`src/rtl/dz_mdm_scan_if.sv`:
```
// Modem-status scanner bus: synchronized CO/RI inputs, scan controls and the
// single-entry change-event register seen by the CPU.
interface dz_mdm_scan_if;
    logic [15:0] msr;
    logic        scanEN;
    logic        intEN;
    logic        ackCHG;
    logic        chgVALID;
    logic [2:0]  chgLINE;
    logic        chgCO;
    logic        chgRI;
    logic        chgIRQ;
    logic [2:0]  scanPTR;

    modport master (
        output msr, scanEN, intEN, ackCHG,
        input  chgVALID, chgLINE, chgCO, chgRI, chgIRQ, scanPTR
    );

    modport slave (
        input  msr, scanEN, intEN, ackCHG,
        output chgVALID, chgLINE, chgCO, chgRI, chgIRQ, scanPTR
    );
endinterface

```
`src/rtl/dz_mdm_scan.sv`:
```
// Round-robin modem-status scanner: visits one line every SCANDIV clocks and
// latches the first CO/RI difference against the last reported value.
module dz_mdm_scan #(
    parameter int unsigned SCANDIV = 16
) (
    input  logic         clk,
    input  logic         rst,
    dz_mdm_scan_if.slave bus
);
    localparam int unsigned   TW        = (SCANDIV > 1) ? $clog2(SCANDIV) : 1;
    localparam logic [TW-1:0] TICK_LAST = TW'(SCANDIV - 1);

    typedef enum logic [1:0] {IDLE, SCAN, HOLD} state_t;

    state_t        state_q, state_d;
    logic [15:0]   ref_q, ref_d;
    logic [TW-1:0] tick_q, tick_d;
    logic [2:0]    ptr_q, ptr_d;
    logic          valid_q, valid_d;
    logic [2:0]    line_q, line_d;
    logic          co_q, co_d;
    logic          ri_q, ri_d;
    logic          irq_q, irq_d;

    logic          cur_co, cur_ri, changed, tick_end;

    // CO of line n lives at bit 8+n, RI at bit n.
    assign cur_co   = bus.msr[{1'b1, ptr_q}];
    assign cur_ri   = bus.msr[{1'b0, ptr_q}];
    assign changed  = (cur_co != ref_q[{1'b1, ptr_q}]) || (cur_ri != ref_q[{1'b0, ptr_q}]);
    assign tick_end = (tick_q == TICK_LAST);

    always_comb begin
        state_d = state_q;
        ref_d   = ref_q;
        tick_d  = tick_q;
        ptr_d   = ptr_q;
        valid_d = valid_q;
        line_d  = line_q;
        co_d    = co_q;
        ri_d    = ri_q;
        irq_d   = valid_q & bus.intEN;

        // Disable wins over ack and detection; ref tracks msr so re-enable is quiet.
        if (!bus.scanEN) begin
            state_d = IDLE;
            ref_d   = bus.msr;
            tick_d  = '0;
            ptr_d   = '0;
            valid_d = 1'b0;
        end else begin
            case (state_q)
                IDLE: begin
                    state_d = SCAN;
                    ref_d   = bus.msr;
                    tick_d  = '0;
                    ptr_d   = '0;
                end
                SCAN: begin
                    if (tick_end) begin
                        tick_d = '0;
                        if (changed) begin
                            line_d                = ptr_q;
                            co_d                  = cur_co;
                            ri_d                  = cur_ri;
                            ref_d[{1'b1, ptr_q}]  = cur_co;
                            ref_d[{1'b0, ptr_q}]  = cur_ri;
                            valid_d               = 1'b1;
                            state_d               = HOLD;
                        end else begin
                            ptr_d = ptr_q + 3'd1;
                        end
                    end else begin
                        tick_d = tick_q + 1'b1;
                    end
                end
                HOLD: begin
                    if (bus.ackCHG) begin
                        valid_d = 1'b0;
                        ptr_d   = ptr_q + 3'd1;
                        tick_d  = '0;
                        state_d = SCAN;
                    end
                end
                default: state_d = IDLE;
            endcase
        end
    end

    always_ff @(posedge clk or negedge rst) begin
        if (!rst) begin
            state_q <= IDLE;
            ref_q   <= '0;
            tick_q  <= '0;
            ptr_q   <= '0;
            valid_q <= 1'b0;
            line_q  <= '0;
            co_q    <= 1'b0;
            ri_q    <= 1'b0;
            irq_q   <= 1'b0;
        end else begin
            state_q <= state_d;
            ref_q   <= ref_d;
            tick_q  <= tick_d;
            ptr_q   <= ptr_d;
            valid_q <= valid_d;
            line_q  <= line_d;
            co_q    <= co_d;
            ri_q    <= ri_d;
            irq_q   <= irq_d;
        end
    end

    assign bus.chgVALID = valid_q;
    assign bus.chgLINE  = line_q;
    assign bus.chgCO    = co_q;
    assign bus.chgRI    = ri_q;
    assign bus.chgIRQ   = irq_q;
    assign bus.scanPTR  = ptr_q;
endmodule

```
`src/flat_wrapper.sv`:
```
// flat-port wrapper written by rule: the top's interface ports become plain ports
module dz_mdm_scan_flat 
#(
    parameter int unsigned SCANDIV = 16
)
  (clk, rst, bus_msr, bus_scanEN, bus_intEN, bus_ackCHG, bus_chgVALID, bus_chgLINE, bus_chgCO, bus_chgRI, bus_chgIRQ, bus_scanPTR);
  dz_mdm_scan_if bus_i ();
  input  logic clk;
  input  logic rst;
  input wire logic [$bits(bus_i.msr)-1:0] bus_msr;
  input wire logic [$bits(bus_i.scanEN)-1:0] bus_scanEN;
  input wire logic [$bits(bus_i.intEN)-1:0] bus_intEN;
  input wire logic [$bits(bus_i.ackCHG)-1:0] bus_ackCHG;
  output wire logic [$bits(bus_i.chgVALID)-1:0] bus_chgVALID;
  output wire logic [$bits(bus_i.chgLINE)-1:0] bus_chgLINE;
  output wire logic [$bits(bus_i.chgCO)-1:0] bus_chgCO;
  output wire logic [$bits(bus_i.chgRI)-1:0] bus_chgRI;
  output wire logic [$bits(bus_i.chgIRQ)-1:0] bus_chgIRQ;
  output wire logic [$bits(bus_i.scanPTR)-1:0] bus_scanPTR;
  assign bus_i.msr = bus_msr;
  assign bus_i.scanEN = bus_scanEN;
  assign bus_i.intEN = bus_intEN;
  assign bus_i.ackCHG = bus_ackCHG;
  assign bus_chgVALID = bus_i.chgVALID;
  assign bus_chgLINE = bus_i.chgLINE;
  assign bus_chgCO = bus_i.chgCO;
  assign bus_chgRI = bus_i.chgRI;
  assign bus_chgIRQ = bus_i.chgIRQ;
  assign bus_scanPTR = bus_i.scanPTR;
  dz_mdm_scan #(.SCANDIV(SCANDIV)) u_core (.clk(clk), .rst(rst), .bus(bus_i));
endmodule
```
`config.mk`:
```
export PLATFORM = sky130hd
export DESIGN_NAME = dz_mdm_scan_flat
export DESIGN_NICKNAME = d
export VERILOG_FILES = /design/src/rtl/dz_mdm_scan_if.sv /design/src/rtl/dz_mdm_scan.sv /design/src/flat_wrapper.sv
export SDC_FILE = /design/constraint.sdc
export NUM_CORES = 1
export LEC_CHECK = 0
export ABC_AREA = 1
export CORE_MARGIN = 10
export CORE_UTILIZATION = 51
export CTS_BUF_LIST = sky130_fd_sc_hd__clkbuf_4
export CTS_CLUSTER_SIZE = 25
export DETAILED_ROUTE_END_ITERATION = 7
export PLACE_DENSITY = 0.83
export SETUP_SLACK_MARGIN = 0.15
export SLEW_MARGIN = 15
export SYNTH_ARGS = -nofsm -noshare
export SYNTH_HDL_FRONTEND = slang
export SYNTH_SLANG_ARGS = --single-unit
```
`constraint.sdc`:
```
create_clock -name clk -period 1.6 [get_ports clk]
set_input_delay 0.16 -clock clk [delete_from_list [all_inputs] [get_ports clk]]
set_output_delay 0.16 -clock clk [all_outputs]
set_load 0.01 [all_outputs]
```
Yosys cells after proc, flatten, opt, wreduce, memory -nomap -nowiden. Index checks and enable logic that the tools add are counted.

Register bits after elaboration: 32. Input bits: 21. Output and inout port bits: 10. Logic and storage cells: 75.

Add/sub/neg operators: 2. $lt $le $gt $ge: 4. Equal/unequal tests: 12. Multiplexer cells: 37. Bitwise operators: 1. Reductions and logical operators: 10.

Operator list (number): two-way mux 16 bit (3); bitwise mux 16 bit (2); one-hot mux 16 bit (2 select lines) (1); binary-select mux 1 bit (select 3 bit) (4); two-way mux 3 bit (4); two-way mux 4 bit (3); one-hot mux 4 bit (3 select lines) (1); AND reduction 4 bit (3); two-way mux 1 bit (10); one-hot mux 3 bit (3 select lines) (1); two-way mux 2 bit (4); demux 1 bit (select 3 bit) (2); inequality test 3 x 1 -> 1 bit (second input constant) (2); inequality test 3 x 2 -> 1 bit (second input constant) (2); inequality test 3 bit (second input constant) (2); one-hot mux 2 bit (3 select lines) (1); AND reduction 3 bit (2); < comparator 3 x 5 -> 1 bit (second input constant) (1); < comparator 4 x 5 -> 1 bit (second input constant) (1); adder 4 x 1 -> 4 bit (second input constant) (1); equality test 4 bit (second input constant) (1); greater-or-equal comparator 4 x 1 -> 1 bit (second input constant) (1); inequality test 4 x 1 -> 1 bit (second input constant) (1); adder 3 x 1 -> 3 bit (second input constant) (1); 10 further kinds (12).

Depth between registers and ports, before layout. Gate-level depths: netlist of run 1.

Depth after elaboration: 10. Mapped depth: 16. Gate-level depth less buffers: 15.

Worst setup path before layout of run 1. Ideal clock, no wire load.

Path type: reg2reg. Start: register u_core.ptr_q[1] (netlist: u_core.bus.scanPTR[1]). End: register u_core.ref_q[10]. Library setup time: 0.118 ns. Data arrival time: 1.613 ns. Required time: 1.482 ns. Slack: -0.131 ns. Stages on the path, launching flop included: 16. Path buffers: 2. Period minus slack after synthesis: 1.731 ns. Path through: dfrtp_1 -> buf_4 -> inv_2 -> nor2_1 -> nand3_1 -> nand2_1 -> inv_1 -> nand2_1 -> nand2_1 -> nand2_2 -> nand3_2 -> nand2_2 -> nand2_4 -> buf_6 -> nand4_1 -> nand2_1.

Longest elaborated chain between the ends: 10. Elaborated cells between the ends (all ways): 24. Those cells by class: order compare: 2; eq/ne: 3; mux: 16; reduce/logical: 3.

RTL lines: start, declared (RTL line dz_mdm_scan.sv:18) `logic [2:0] ptr_q, ptr_d;`; start signal, assigned (RTL line dz_mdm_scan.sv:105) `ptr_q <= ptr_d;`; < comparator 4 x 5 -> 1 bit (not written as such) / greater-or-equal comparator 4 x 1 -> 1 bit (equally long branches) (RTL line dz_mdm_scan.sv:66) `ref_d[{1'b1, ptr_q}] = cur_co;`; logical AND 1 bit (not written as such) (RTL line dz_mdm_scan.sv:66); two-way mux 1 bit (not written as such) (RTL line dz_mdm_scan.sv:66); demux 1 bit (select 3 bit); bitwise mux 16 bit (RTL line dz_mdm_scan.sv:66); bitwise mux 16 bit (RTL line dz_mdm_scan.sv:67) `ref_d[{1'b0, ptr_q}] = cur_ri;`; two-way mux 16 bit (RTL line dz_mdm_scan.sv:62) `if (changed) begin`; two-way mux 16 bit (RTL line dz_mdm_scan.sv:60) `if (tick_end) begin`; one-hot mux 16 bit (2 select lines) (RTL line dz_mdm_scan.sv:52) `case (state_q)`; two-way mux 16 bit (RTL line dz_mdm_scan.sv:45) `if (!bus.scanEN) begin`; end signal, assigned (RTL line dz_mdm_scan.sv:103) `ref_q <= ref_d;`; end, declared (RTL line dz_mdm_scan.sv:16) `logic [15:0] ref_q, ref_d;`.

Parallel ways exist; a longest one is shown, timed or not. The select of a mux whose other input is x is not followed. A chain may end at the register's enable or synchronous reset.

Final worst setup path of run 1.
Start: register u_core.ptr_q[0] (netlist: u_core.bus.scanPTR[0]). End: register u_core.ref_q[9].

The elaborated chain is that of the path after synthesis.

==> results of run 1 <==
==> per-layer routing <==
metal | up-vias | routed length, um
met5 | - | 0
li1 | 1256 | -
met3 | 107 | 1160
met1 | 1336 | 3480
met2 | 289 | 4370
met4 | 0 | 709
==> synth_stat cells, drive strengths merged <==
library cell  number
nand2            154
o21ai              9
nand4             27
nor2               9
xor2               1
buf                8
o21a               1
clkbuf             7
nand3             15
ha                 5
inv               46
or2                1
dfrtp             32
a21oi              4
nor3               2
a31oi             16
==> power by group through the flow <==
stage          Combinational (uW)  Clock (uW)  Sequential, uW
2_1_floorplan                 730           0            1020
3_3_place_gp                 1050           0            1030
3_5_place_dp                 1080           0            1030
4_1_cts                      1210         651            1020
5_1_grt                      1800         682            1050
6_report                     1690         660            1050
==> cell families after synthesis <==
kind of cell,synth area share
DFF,0.362
xor gates and xnor gates,0.00396
buffers and inverters,0.117
adders and majority gates,0.0283
AOI/OAI and AO/OA,0.0781
and+or+nand+nor,0.411
==> sequential cells by signal, indices dropped and copies added (netlist names) <==
name                 count
u_core.bus.scanPTR       3
u_core.state_q           2
u_core.bus.chgIRQ        1
u_core.bus.chgLINE       3
u_core.bus.chgCO         1
u_core.bus.chgRI         1
u_core.ref_q            16
u_core.bus.chgVALID      1
u_core.tick_q            4
==> what timing repair did <==
item                       4_1_cts  5_1_grt
setup buffers                    6       14
cloned                           1        4
setup endpoints to repair       34       37
pin swaps                        5       25
resized for setup               31       56
==> how the worst max path moves through the flow <==
stage / startpoint / endpoint / slack [ns] / cells past startpoint
3_3_place_gp: bus_msr[3] / u_core.ref_q[1] / -0.23 / 14
6_report: u_core.bus.scanPTR[0] / u_core.ref_q[9] / -0.50 / 15
5_1_grt: u_core.bus.scanPTR[0] / u_core.ref_q[9] / -0.55 / 14
4_1_cts: u_core.bus.scanPTR[0] / bus_scanPTR[0] / -0.22 / 3
2_1_floorplan: u_core.bus.scanPTR[0] / u_core.ref_q[10] / -0.06 / 15
3_5_place_dp: bus_msr[3] / u_core.ref_q[6] / -0.26 / 14
==> cell type report <==
class | count | area [sq um] | share of cell area
clock buffer | 5 | 37.5 | 0.0108
clock inverter | 3 | 42.5 | 0.0123
inverter | 46 | 185 | 0.0534
multi-input combinational | 246 | 1460 | 0.420
sequential | 32 | 805 | 0.232
tap | 50 | 62.6 | 0.0180
timing repair buffer | 89 | 880 | 0.254
==> critical path: stages (launching register included) <==
cell,delay (ns)
dfrtp_2,0.47
clkinv_4,0.10
buf_12,0.13
nand2_1,0.10
nand2_1,0.10
nand2_1,0.05
nand2_1,0.05
nand2_1,0.06
nand2_2,0.13
inv_2,0.07
nand2_2,0.09
nand2_4,0.07
nand3_4,0.12
nand4_1,0.18
nand2_1,0.17
nand2_1,0.10
==> stage by stage <==
step | hold WS (ns) | TNS, ns | setup slack, ns
after floorplan | -0.136 | -0.845 | -0.0582
after global placement | 0.465 | -5.44 | -0.228
after detailed placement | 0.466 | -6.36 | -0.262
after CTS | 0.204 | -5.29 | -0.218
after global routing | 0.208 | -13.78 | -0.553
final | 0.177 | -10.42 | -0.503
==> run summary, run 1 <==
Clock skew = 0.0256 ns
Status = finished, violations left
Synth-to-layout area growth = 56.8%
CTS sink cnt = 32
Wire length per cell = 20.6 um
Post-synth top area share = 0.362
Clock root cell = clkbuf_4
First-pass GRT wire length = 11.5 mm
Num CTS Buffers = 5
Overall Power = 3400 uW
1st-iter DRT viols = 546
Placement Cell Area = 0.00284 sq mm
HP Class = in2async
H-tree levels = 2
Diodes inserted = 0
Final wirelength = 9.71 mm
Switch Pwr = 1450 uW
Clock Path Buffers = 2
Layout Utilization = 0.849
Placer Congestion = 0.941
Distinct cells, synth = 24
CP endpoint kind = flip-flop
Flops & latches, synth = 32
Mapped Area = 0.00221 sq mm
Syn_area_per_cell = 6.56 sq um
Reg2reg end = u_core.ref_q[9]
ANT nets after route = 0
Period utilisation layout = 1.31
Met3 Use GR = 0.0464
Failing checks = design-rule violations, negative setup slack
Reg-to-reg slack, setup = -0.50 ns
Gr busiest metal = met2
CTS tree = yes
DRC violations left = 19
Die height = 85.9 um
Most common cell after layout, fill and taps aside = nand2_1
Largest cells by area after synthesis = dfrtp_1 (36%), nand2_1 (25%), nand4_1 (7.6%), inv_1 (7.0%), a31oi_1 (4.5%)
Post-DP HPWL = 4.49 mm
Final nets = 446
Total gr overflow = 0
Initial antenna violation count = 0
DRT Pass-1 Iters = 8
Unrepaired setup endpoints after global routing = true
Reg power frac = 0.308
Peak Freq = 475 MHz
Seq/Total Area, Yosys = 0.362
Worst vdd ir = 0.706 mV
Routed vias = 2988
Final Instance Area = 0.00347 sq mm
Largest net degree at the start of global routing = 33
Endpoints failing hold = 0
WP data arrival = 2.35 ns
Vias in the first global route = 2481
CP Class = reg2reg
Ports = 31
Slew @ Worst Pin = 0.432 ns
Leading area contributor after synthesis = dfrtp_1
Final cell count without fillers = 471
Fraction of layout cells with a size suffix above 1 = 0.333
Via/cell ratio = 6.34
Fin worst setup slack = -0.503 ns
M1 GR Usage = 0.228
Count of max-cap constraint violations = 0
Synth Instances = 337
Die width = 85.9 um
Int Pwr = 1950 uW
Synth warn = 0
CTS clk-pin slew, worst paths = 0.13 ns
Die ar. = 0.00737 sq mm
Reg2reg path depth = 15
Placed Instances = 438
Most frequent cells in the layout = nand2_1 (127), buf_4 (45), inv_1 (33)
Cell Pwr Density = 980 mW/mm^2
Critical-path maximum fanout = 5
Tmin final = 2.10 ns
Initial Utilization = 0.541
Worst R2R Start = u_core.bus.scanPTR[0]
Startpoint types = flip-flop
WP data required = 1.85 ns
Slew Limit Fails = 0
# rows = 23
CORE AREA = 0.00409 sq mm
CTS Hold Bufs = 0
Gr usage total = 0.186
Met2 Track Usage GR = 0.307
Syn Nets = 363
FILL cells = 220
Max-slew headroom = 0.712
P_leak = 0.00189 uW
Setup violators final = 28
Combinational power share = 0.498
Worst-Skew Late Latency = 0.37 ns
Clk pwr share = 0.194
Sw frac = 0.425
Buffers on Ports = 30
No activity file was read; power rests on OpenSTA's default activity.
==> run 2, diff against run 1 <==
Settings changed: CORE_UTILIZATION 51 to 55, PLACE_DENSITY 0.83 to 0.85.
Clock period 1.6 ns to 2.67 ns, I/O delays scaled along.
==> run 2 against run 1 <==
Effect of this change:
- the run now ends clean
- clock skew shrank 0.0040 ns
- core utilization shrank 17 points
- critical path depth shrank 3
- die area shrank 5.6%
- first-iteration DRC count shrank 53%
- critical path type unchanged
==> run summary, run 2 (synthesized netlist as in run 1, its figures left out) <==
Endpoints failing hold = 0 (unchanged)
PostCTS Resize Cnt = 0 (-100%)
Most flops, register = u_core.ref_q
Critical-path maximum fanout = 21 (+16)
Most frequent cells in the layout = nand2_1 (150), inv_1 (41), dfrtp_1 (32)
Placer Congestion = 0.918 (-2.5%)
Fin worst setup slack = 0.425 ns (+0.928 ns)
Layout Utilization = 0.683 (-0.166)
CP endpoint kind = flip-flop
Num CTS Buffers = 5 (unchanged)
Gr usage total = 0.163 (-0.0231)
Unrepaired setup endpoints after global routing = false
H-tree levels = 2 (unchanged)
Count of max-cap constraint violations = 0 (unchanged)
Most common cell after layout, fill and taps aside = nand2_1
Largest net degree at the start of global routing = 33 (unchanged)
Place WS = 0.448 ns (+0.709 ns)
Die height = 83.4 um (-2.8%)
CTS sink cnt = 32 (unchanged)
Overall Power = 1450 uW (-57%)
Slew Limit Fails = 0 (unchanged)
Die width = 83.4 um (-2.8%)
ANT nets after route = 0 (unchanged)
CORE AREA = 0.00377 sq mm (-7.7%)
Tmin final = 2.25 ns (+0.142 ns)
Die ar. = 0.00696 sq mm (-5.6%)
DRC violations left = 0 (-19)
Via/cell ratio = 5.65 (-11%)
Final nets = 390 (-13%)
Placed Instances = 405 (-7.5%)
Clock Path Buffers = 2 (unchanged)
WP data required = 2.89 ns (+1.04 ns)
First-pass GRT wire length = 9.74 mm (-15%)
Clock root cell = clkbuf_4
Slew @ Worst Pin = 0.794 ns (+0.362 ns)
Worst R2R Start = u_core.bus.scanPTR[0]
Cell Pwr Density = 565 mW/mm^2 (-42%)
Clock skew = 0.0215 ns (-0.00402 ns)
Post-DP HPWL = 4.04 mm (-10%)
FILL cells = 347 (+58%)
CP Class = reg2reg
Startpoint types = flip-flop
Reg2reg end = u_core.ref_q[11]
Buffers on Ports = 30 (unchanged)
HP Class = in2async
Final wirelength = 5.75 mm (-41%)
Synth-to-layout area growth = 16.4%
Fraction of layout cells with a size suffix above 1 = 0.0714 (-0.261)
CP max-delay cell = dfrtp_1
Largest stage delay, worst path = 0.56 ns (+0.09 ns)
Wire length per cell = 13.9 um (-32%)
FF+latch area = 801 sq um (-0.47%)
Setup bufs post-CTS = 0 (-6)
Multi-input gate area = 0.00115 sq mm (-21%)
CTS clk-pin slew, worst paths = 0.12 ns (about the same)
DRT Pass-1 Iters = 5 (-3)
CTS tree = yes
Setup violators final = 0 (-100%)
Peak Freq = 445 MHz (-6.3%)
Vias in the first global route = 2169 (-13%)
Reg-to-reg slack, setup = 0.42 ns (+0.93 ns)
Initial antenna violation count = 0 (unchanged)
Routed vias = 2327 (-22%)
Worst vdd ir = 0.288 mV (-59%)
WP data arrival = 2.47 ns (+0.12 ns)
# rows = 22 (-4.3%)
Regs by FF count = u_core.ref_q (16), u_core.tick_q (4)
Reg2reg path depth = 12 (-3)
Diodes inserted = 0 (unchanged)
Largest register FFs = 16 (unchanged)
Max-slew headroom = 0.470 (-0.242)
Worst-Skew Late Latency = 0.36 ns (about the same)
Initial Utilization = 0.587 (+0.0453)
Worst-path cell chain = inv_2 -> nand2_1 -> nand3_1 -> nand2_1 -> nor2_1 -> inv_1 -> nand2_1 -> nand2_2 -> nand3_2 -> nand4_1 -> nand2_1 -> nand2_1
Ports = 31 (unchanged)
Final cell count without fillers = 412 (-13%)
P_leak = 0.00141 uW (-26%)
Status = finished clean
Period utilisation layout = 0.841 (-0.474)
1st-iter DRT viols = 255 (-53%)
CTS Hold Bufs = 0 (unchanged)
Total gr overflow = 0 (unchanged)
Setup total negative slack = 0 ns (+10.42 ns)
Most used cell, CP = nand2_1
run 2: worst max-delay path by stage:
stage          depth (start not counted)               endpoint  slack [ns]                  start
4_1_cts                               14      u_core.state_q[1]        0.49  u_core.bus.scanPTR[0]
5_1_grt                               14  u_core.bus.scanPTR[1]        0.19  u_core.bus.scanPTR[0]
2_1_floorplan                         15       u_core.ref_q[10]        0.94  u_core.bus.scanPTR[1]
6_report                              12       u_core.ref_q[11]        0.42  u_core.bus.scanPTR[0]
3_5_place_dp                           7       u_core.tick_q[3]        0.45             bus_scanEN
3_3_place_gp                          14  u_core.bus.scanPTR[1]        0.54  u_core.bus.scanPTR[0]
run 2: critical path: cells and delay by family (launching register included):
| family | cells | cell delay, ns |
|---|---|---|
| buf+inv | 2 | 0.45 |
| flops | 1 | 0.56 |
| simple gates | 10 | 1.10 |
run 2: report_power, final:
| group | leakage, uW | internal (uW) | switching (uW) |
|---|---|---|---|
| registers | 0.000417 | 561 | 66.5 |
| logic | 0.000958 | 197 | 349 |
| clock network | 0.0000315 | 107 | 174 |
run 2: per-layer routing:
layer / wire length, um / track usage
met1: 2560 / 0.202
met5: 0 / 0
met2: 2610 / 0.262
met4: 104 / 0.0605
met3: 467 / 0.0469
run 2: cell type report:
class,instances,area share
Clock inverter,1,0.00194
Tap cell,48,0.0233
Sequential cell,32,0.311
Inverter,46,0.0671
Multi-Input combinational cell,244,0.448
Clock buffer,6,0.0175
Timing Repair Buffer,35,0.131
run 2: through the flow:
stage / cell area [sq um] / hold WS [ns]
3_3_place_gp: 2520 / 0.471
5_1_grt: 2570 / 0.353
2_1_floorplan: 2210 / -0.0286
3_5_place_dp: 2520 / 0.471
6_report: 2570 / 0.300
4_1_cts: 2570 / 0.322
